**src/rtl/mux2_stream_arb.sv**
```systemverilog
// rtl/mux2_stream_arb.sv - two-source valid/ready arbiter feeding a single registered output slot
// Optional MUX2_STREAM_ARB_PRIO_EN: in0 wins every tie instead of round-robin.
module mux2_stream_arb #(
    parameter int WIDTH = 4
) (
    input  logic             clk,
    input  logic             rst_n,
    input  logic             in0_valid,
    input  logic [WIDTH-1:0] in0_data,
    output logic             in0_ready,
    input  logic             in1_valid,
    input  logic [WIDTH-1:0] in1_data,
    output logic             in1_ready,
    output logic             out_valid,
    output logic [WIDTH-1:0] out_data,
    output logic             out_sel,
    input  logic             out_ready
);

    typedef enum logic {
        EMPTY = 1'b0,
        FULL  = 1'b1
    } slot_state_e;

    slot_state_e      state_q, state_d;
    logic [WIDTH-1:0] data_q, data_d;
    logic             sel_q, sel_d;
    logic             last_grant_q, last_grant_d;

    logic accept;
    logic tie_grant;
    logic grant;
    logic xfer;

    always_ff @(posedge clk or negedge rst_n) begin
        if (!rst_n) begin
            state_q      <= EMPTY;
            data_q       <= '0;
            sel_q        <= 1'b0;
            last_grant_q <= 1'b1;
        end else begin
            state_q      <= state_d;
            data_q       <= data_d;
            sel_q        <= sel_d;
            last_grant_q <= last_grant_d;
        end
    end

    always_comb begin
        state_d      = state_q;
        data_d       = data_q;
        sel_d        = sel_q;
        last_grant_d = last_grant_q;
        in0_ready    = 1'b0;
        in1_ready    = 1'b0;

`ifdef MUX2_STREAM_ARB_PRIO_EN
        tie_grant = 1'b0;
`else
        tie_grant = ~last_grant_q;
`endif
        // Gating with rst_n keeps both readies low while reset is held.
        accept = rst_n && ((state_q == EMPTY) || out_ready);
        grant  = in1_valid && (!in0_valid || tie_grant);

        in0_ready = accept && in0_valid && !grant;
        in1_ready = accept && in1_valid && grant;
        xfer      = in0_ready || in1_ready;

        if (xfer) begin
            data_d       = grant ? in1_data : in0_data;
            sel_d        = grant;
            last_grant_d = grant;
            state_d      = FULL;
        end else if ((state_q == FULL) && out_ready) begin
            state_d = EMPTY;
        end
    end

    assign out_valid = (state_q == FULL);
    assign out_data  = data_q;
    assign out_sel   = sel_q;

endmodule
```
**config.mk**
```make
export PLATFORM = sky130hd
export DESIGN_NAME = mux2_stream_arb
export DESIGN_NICKNAME = d
export VERILOG_FILES = /design/src/rtl/mux2_stream_arb.sv
export SDC_FILE = /design/constraint.sdc
export NUM_CORES = 1
export LEC_CHECK = 0
export CAP_MARGIN = 25
export CORE_AREA = 4 4 41 43
export DETAILED_ROUTE_END_ITERATION = 7
export DIE_AREA = 0 0 45 47
export SYNTH_ARGS = -nofsm -noshare
export SYNTH_HDL_FRONTEND = slang
export SYNTH_SLANG_ARGS = --single-unit
```
**constraint.sdc**
```tcl
create_clock -name clk -period 1.05 [get_ports clk]
set_input_delay 0.21 -clock clk [delete_from_list [all_inputs] [get_ports clk]]
set_output_delay 0.21 -clock clk [all_outputs]
set_load 0.02 [all_outputs]
```
After elaboration in Yosys (flattened, before gate mapping)
Index checks and enable logic that the tools add are counted.
Word-level totals
  bits in registers: 7
  input port bits: 13
  output and inout port bits: 8
  word-level logic and storage cells: 22
Operators by class
  mux-type cells: 3
  bitwise logic cells: 2
  reduce and logical (&&, ||, !) cells: 13
Operators with widths (number)
  $logic_and 1x1->1: 7
  $mux 4: 1
  $logic_or 1x1->1: 3
  $logic_not 1->1: 2
  $mux 1: 2
  $not 1->1: 2
  $reduce_bool 2->1: 1

Longest topological paths before layout
  depth after elaboration: 7
  gate-level depth with buffers: 3
  gate-level depth less buffers: 3

Worst setup path before layout
No wires, ideal clock.
  kind: register -> output
  from: register state_q (netlist: out_valid)
  to: output in0_ready
  arrival: 1155 ps
  data required time: 840 ps
  setup slack: -315 ps
  stages on the path, launching flop included: 4
  buffers on the path: 0
  cell sequence: dfrtp_1 nand2b_1 nand2_1 nor3_1
On the way
  word-level cells in the longest chain between the ends: 5
Ends and longest elaborated chain
  start, declared: line 25  | slot_state_e state_q, state_d;
  start signal, assigned: line 42  | state_q <= state_d;
  $not 1->1: line 63  | accept = rst_n && ((state_q == EMPTY) || out_ready);
  $logic_or 1x1->1: line 63
  $logic_and 1x1->1: line 63
  $logic_and 1x1->1 (2 in a row): line 66  | in0_ready = accept && in0_valid && !grant;
  end, declared: line 10  | output logic in0_ready,
No other way between the ends.

Worst setup path in the final report
  from: input rst_n
  to: output in0_ready
On the way
  word-level cells in the longest chain between the ends: 3
Ends and longest elaborated chain
  start, declared: line 7  | input logic rst_n,
  $logic_and 1x1->1: line 63
  $logic_and 1x1->1 (2 in a row): line 66
No other way between the ends.

==> impl_metrics.prom <==
# TYPE chip_impl_metric gauge
chip_impl_metric{name="static_leak",unit="µW"} 0.000339
chip_impl_metric{name="global_route.usage.met2",unit=""} 0.232
chip_impl_info{name="failed_checks",value="setup timing"} 1
chip_impl_metric{name="flow.area_growth_from_synthesis",unit="%"} 111
chip_impl_metric{name="cts_hold_buf",unit=""} 0
chip_impl_metric{name="drt_first_iter_violations",unit=""} 7
chip_impl_metric{name="clkSlewWorstSetupHoldPaths",unit="ns"} 0.05
chip_impl_metric{name="dp.final_hpwl",unit="µm"} 867
chip_impl_metric{name="drive_gt1_frac",unit=""} 0.629
chip_impl_metric{name="power_frac_clock",unit=""} 0.220
chip_impl_metric{name="power_switching",unit="µW"} 357
chip_impl_metric{name="crit_required",unit="ns"} 0.84
chip_impl_metric{name="final.period_utilization",unit=""} 1.29
chip_impl_info{name="grt_setup_unrepaired",value="yes"} 1
chip_impl_metric{name="drcViolationCount",unit=""} 0
chip_impl_metric{name="finalWorstSetupSlack",unit="ns"} -0.304
chip_impl_info{name="timing.critical_path.to_type",value="output port"} 1
chip_impl_metric{name="syn_inst_count",unit=""} 33
chip_impl_metric{name="worst_skew_pair.late_latency",unit="ns"} 0.25
chip_impl_metric{name="tightest_slew",unit="ns"} 0.308
chip_impl_metric{name="postSynth.asyncResetShare",unit=""} 1.00
chip_impl_metric{name="synth.cell_area",unit="µm²"} 370
chip_impl_metric{name="placedCellCount",unit=""} 77
chip_impl_info{name="setup.worst_path.class",value="primary input to output port"} 1
chip_impl_metric{name="int_pwr",unit="µW"} 724
chip_impl_metric{name="start_util",unit=""} 0.285
chip_impl_metric{name="fin_worst_skew",unit="ns"} 0.00506
chip_impl_metric{name="diode_count",unit=""} 0
chip_impl_metric{name="max_slew_margin",unit=""} 0.794
chip_impl_metric{name="width_of_the_die",unit="µm"} 45
chip_impl_metric{name="grt_util_met1",unit=""} 0.153
chip_impl_info{name="cts_root_buffer_type",value="sky130_fd_sc_hd__clkbuf_4"} 1
chip_impl_metric{name="globalRouteMet3Util",unit=""} 0.0383
chip_impl_info{name="cp_cell_sequence",value="clkdlybuf4s50_1, nand2_4, nor3_4, buf_6"} 1
chip_impl_metric{name="pwr-share-seq",unit=""} 0.349
chip_impl_metric{name="worst-endpoint-arrival",unit="ns"} 1.14
chip_impl_metric{name="rows",unit=""} 13
chip_impl_metric{name="gr-usage-all-layers",unit=""} 0.137
chip_impl_metric{name="fin_worst_hold_slack",unit="ns"} 0.357
chip_impl_info{name="run_status",value="complete, but fails checks"} 1
chip_impl_info{name="synth.top_cells.by_area",value="sky130_fd_sc_hd__dfrtp_1 41%, sky130_fd_sc_hd__a2bb2oi_1 9.5%, sky130_fd_sc_hd__o32ai_1 9.5%, sky130_fd_sc_hd__nor2b_4 7.4%, sky130_fd_sc_hd__dfstp_2 7.1%"} 1
chip_impl_metric{name="area_share_of_the_leading_cell_type_in_the_synthesized_netlist",unit=""} 0.405
chip_impl_metric{name="route.vias.total",unit=""} 400
chip_impl_metric{name="cts_max_level",unit=""} 1
chip_impl_info{name="yosysTopAreaCell",value="sky130_fd_sc_hd__dfrtp_1"} 1
chip_impl_metric{name="cpPeakStageDelay",unit="ns"} 0.54
chip_impl_metric{name="gpl.final_weighted_congestion",unit=""} 0.648
chip_impl_metric{name="cp_num_buf_inv",unit=""} 2
chip_impl_metric{name="timing.final.setup_violations",unit=""} 10
chip_impl_metric{name="placement.cell_area",unit="µm²"} 674
chip_impl_metric{name="nFillCells",unit=""} 112
chip_impl_info{name="synth_top_cells_by_count",value="6 x sky130_fd_sc_hd__dfrtp_1, 4 x sky130_fd_sc_hd__a2bb2oi_1, 4 x sky130_fd_sc_hd__o32ai_1"} 1
chip_impl_metric{name="place_ws",unit="ns"} -0.888
chip_impl_metric{name="detail_route.wl_per_cell",unit="µm"} 13.9
chip_impl_metric{name="first_pass_grt_wire_length",unit="mm"} 1.90
chip_impl_metric{name="timing.final.max_slew_violations",unit=""} 0
chip_impl_metric{name="detail-route-antenna-nets",unit=""} 0
chip_impl_metric{name="synth_warnings",unit=""} 0
chip_impl_metric{name="antenna_found_initial",unit=""} 0
chip_impl_metric{name="max-clock-path-buffers",unit=""} 2
chip_impl_metric{name="die_height",unit="µm"} 47
chip_impl_info{name="yosys_most_used_dff",value="sky130_fd_sc_hd__dfrtp_1"} 1
chip_impl_metric{name="postSynthRegisterBits",unit=""} 7
chip_impl_metric{name="clock_sinks",unit=""} 7
chip_impl_metric{name="regArea",unit="µm²"} 178
chip_impl_metric{name="hold_viol",unit=""} 0
chip_impl_info{name="worstSetupStartpointType",value="primary input"} 1
chip_impl_metric{name="synth.distinct_cells",unit=""} 18
chip_impl_metric{name="r2r_slack",unit="ns"} -0.26
chip_impl_metric{name="grt_max_degree",unit=""} 10
chip_impl_info{name="cts_tree",value="built"} 1
chip_impl_metric{name="vdd.ir_drop.worst",unit="mV"} 0.861
chip_impl_metric{name="maxClockFrequency",unit="MHz"} 739
chip_impl_info{name="critical-path-slowest-cell",value="sky130_fd_sc_hd__clkdlybuf4s50_1"} 1
chip_impl_metric{name="finish.net_count",unit=""} 84
chip_impl_metric{name="cp_max_fo",unit=""} 3
chip_impl_metric{name="syn_nets",unit=""} 46
chip_impl_metric{name="floorplan.io_pins",unit=""} 21
chip_impl_metric{name="core_footprint",unit="µm²"} 1300
chip_impl_metric{name="synth.yosys.seq_area_share",unit=""} 0.476
chip_impl_metric{name="cts_inserted_buffers",unit=""} 3
chip_impl_metric{name="post_synth.cell_area_avg",unit="µm²"} 11.2
chip_impl_info{name="cpLargestDelayFamily",value="buffers and inverters"} 1
chip_impl_metric{name="vias_per_cell",unit=""} 4.71
chip_impl_metric{name="synth_edf_count",unit=""} 0
chip_impl_info{name="grt_busiest_layer",value="met2"} 1
chip_impl_metric{name="totalWireLength",unit="mm"} 1.18
chip_impl_metric{name="finalCriticalPeriod",unit="ns"} 1.35
chip_impl_metric{name="fin_cells",unit=""} 85
chip_impl_info{name="min_path_type",value="primary input to asynchronous set/reset pin"} 1
chip_impl_metric{name="drt_pass1_iterations",unit=""} 2
chip_impl_metric{name="comb_power_share",unit=""} 0.431
chip_impl_metric{name="sw_frac_of_total",unit=""} 0.330
chip_impl_metric{name="globalRouteOverflowTotal",unit=""} 0
chip_impl_metric{name="portBuffers",unit=""} 20
chip_impl_metric{name="fin_setup_tns",unit="ns"} -2.07
chip_impl_metric{name="vias_in_the_first_global_route",unit=""} 403
chip_impl_metric{name="count_of_maximum_capacitance_violations",unit=""} 0
chip_impl_metric{name="total_area_of_multi_input_combinational_cells",unit="µm²"} 270
chip_impl_metric{name="fp.dieArea",unit="µm²"} 2120
chip_impl_metric{name="finalInstanceArea",unit="µm²"} 781
chip_impl_metric{name="power_per_cell_area",unit="nW/µm²"} 1380
chip_impl_info{name="synth_most_common_cell",value="sky130_fd_sc_hd__dfrtp_1"} 1
## placed cells by master, fill, tap and decap left out, drive strengths merged, types with 2 or more instances in the layout
cell type,netlist,routed
buf,0,21
clkdlybuf4s50,0,9
dfrtp,6,6
a2bb2oi,4,4
o32ai,4,4
clkbuf,0,4
dlygate4sd2,0,3
inv,3,3
nor2,3,3
nor2b,2,2
nor3,2,2
a31oi,2,2
o21ai,2,2
## kinds of logic (layout without fill, tap and decap cells)
kind of cell,after synthesis,in the layout,share of synthesized area
AO/OA/AOI/OAI,14,14,0.297
buffers and inverters,3,40,0.0304
flip-flops,7,7,0.476
AND/OR/NAND/NOR,9,9,0.196
## area by class of cell
cell class | count | share of cell area
Timing Repair Buffer | 33 | 0.354
Multi-Input combinational cell | 23 | 0.346
Clock buffer | 4 | 0.0337
Sequential cell | 7 | 0.228
Inverter | 3 | 0.0144
Tap cell | 15 | 0.0240
## timing repair
action                     4_1_cts  5_1_grt
pin swaps                        3        2
setup buffers                    2        3
resized for setup               51        3
hold endpoints to repair         0        0
setup endpoints to repair       15       12
## final timing paths
check / start / end / depth (start not counted)
max: rst_n / in0_ready / 4
min: rst_n / out_valid$_DFFE_PN0P_ / 2
max reg2reg: last_grant_q$_DFFE_PN1P_ / out_data[3]$_DFFE_PN0P_ / 4
min reg2reg: last_grant_q$_DFFE_PN1P_ / last_grant_q$_DFFE_PN1P_ / 2
max in group asynchronous: rst_n / last_grant_q$_DFFE_PN1P_ / 2
min in group clk: in0_valid / out_sel$_DFFE_PN0P_ / 3
## per-layer routing
layer / vias up / part of all wire
met3: 2 / 0.036
met4: 0 / 0.012
met2: 9 / 0.55
li1: 203 / -
met1: 186 / 0.40
met5: - / 0
## registers in the layout (all words and copies together) (netlist names)
register and cells:
last_grant_q 1, out_sel 1, out_valid 1, out_data 4
## through the flow
stage | utilization | total power, µW
after floorplan | - | 567
after global placement | 0.518 | 783
after detailed placement | 0.518 | 788
after CTS | 0.578 | 1070
after global routing | 0.600 | 1150
final | 0.600 | 1080
## power groups by stage
stage | combinational, µW | sequential, µW | clock (µW)
final | 466 | 377 | 238
after global routing | 499 | 383 | 272
after CTS | 441 | 375 | 253
after detailed placement | 416 | 372 | 0
after global placement | 413 | 370 | 0
after floorplan | 144 | 423 | 0
No activity file was read; power rests on OpenSTA's default activity.
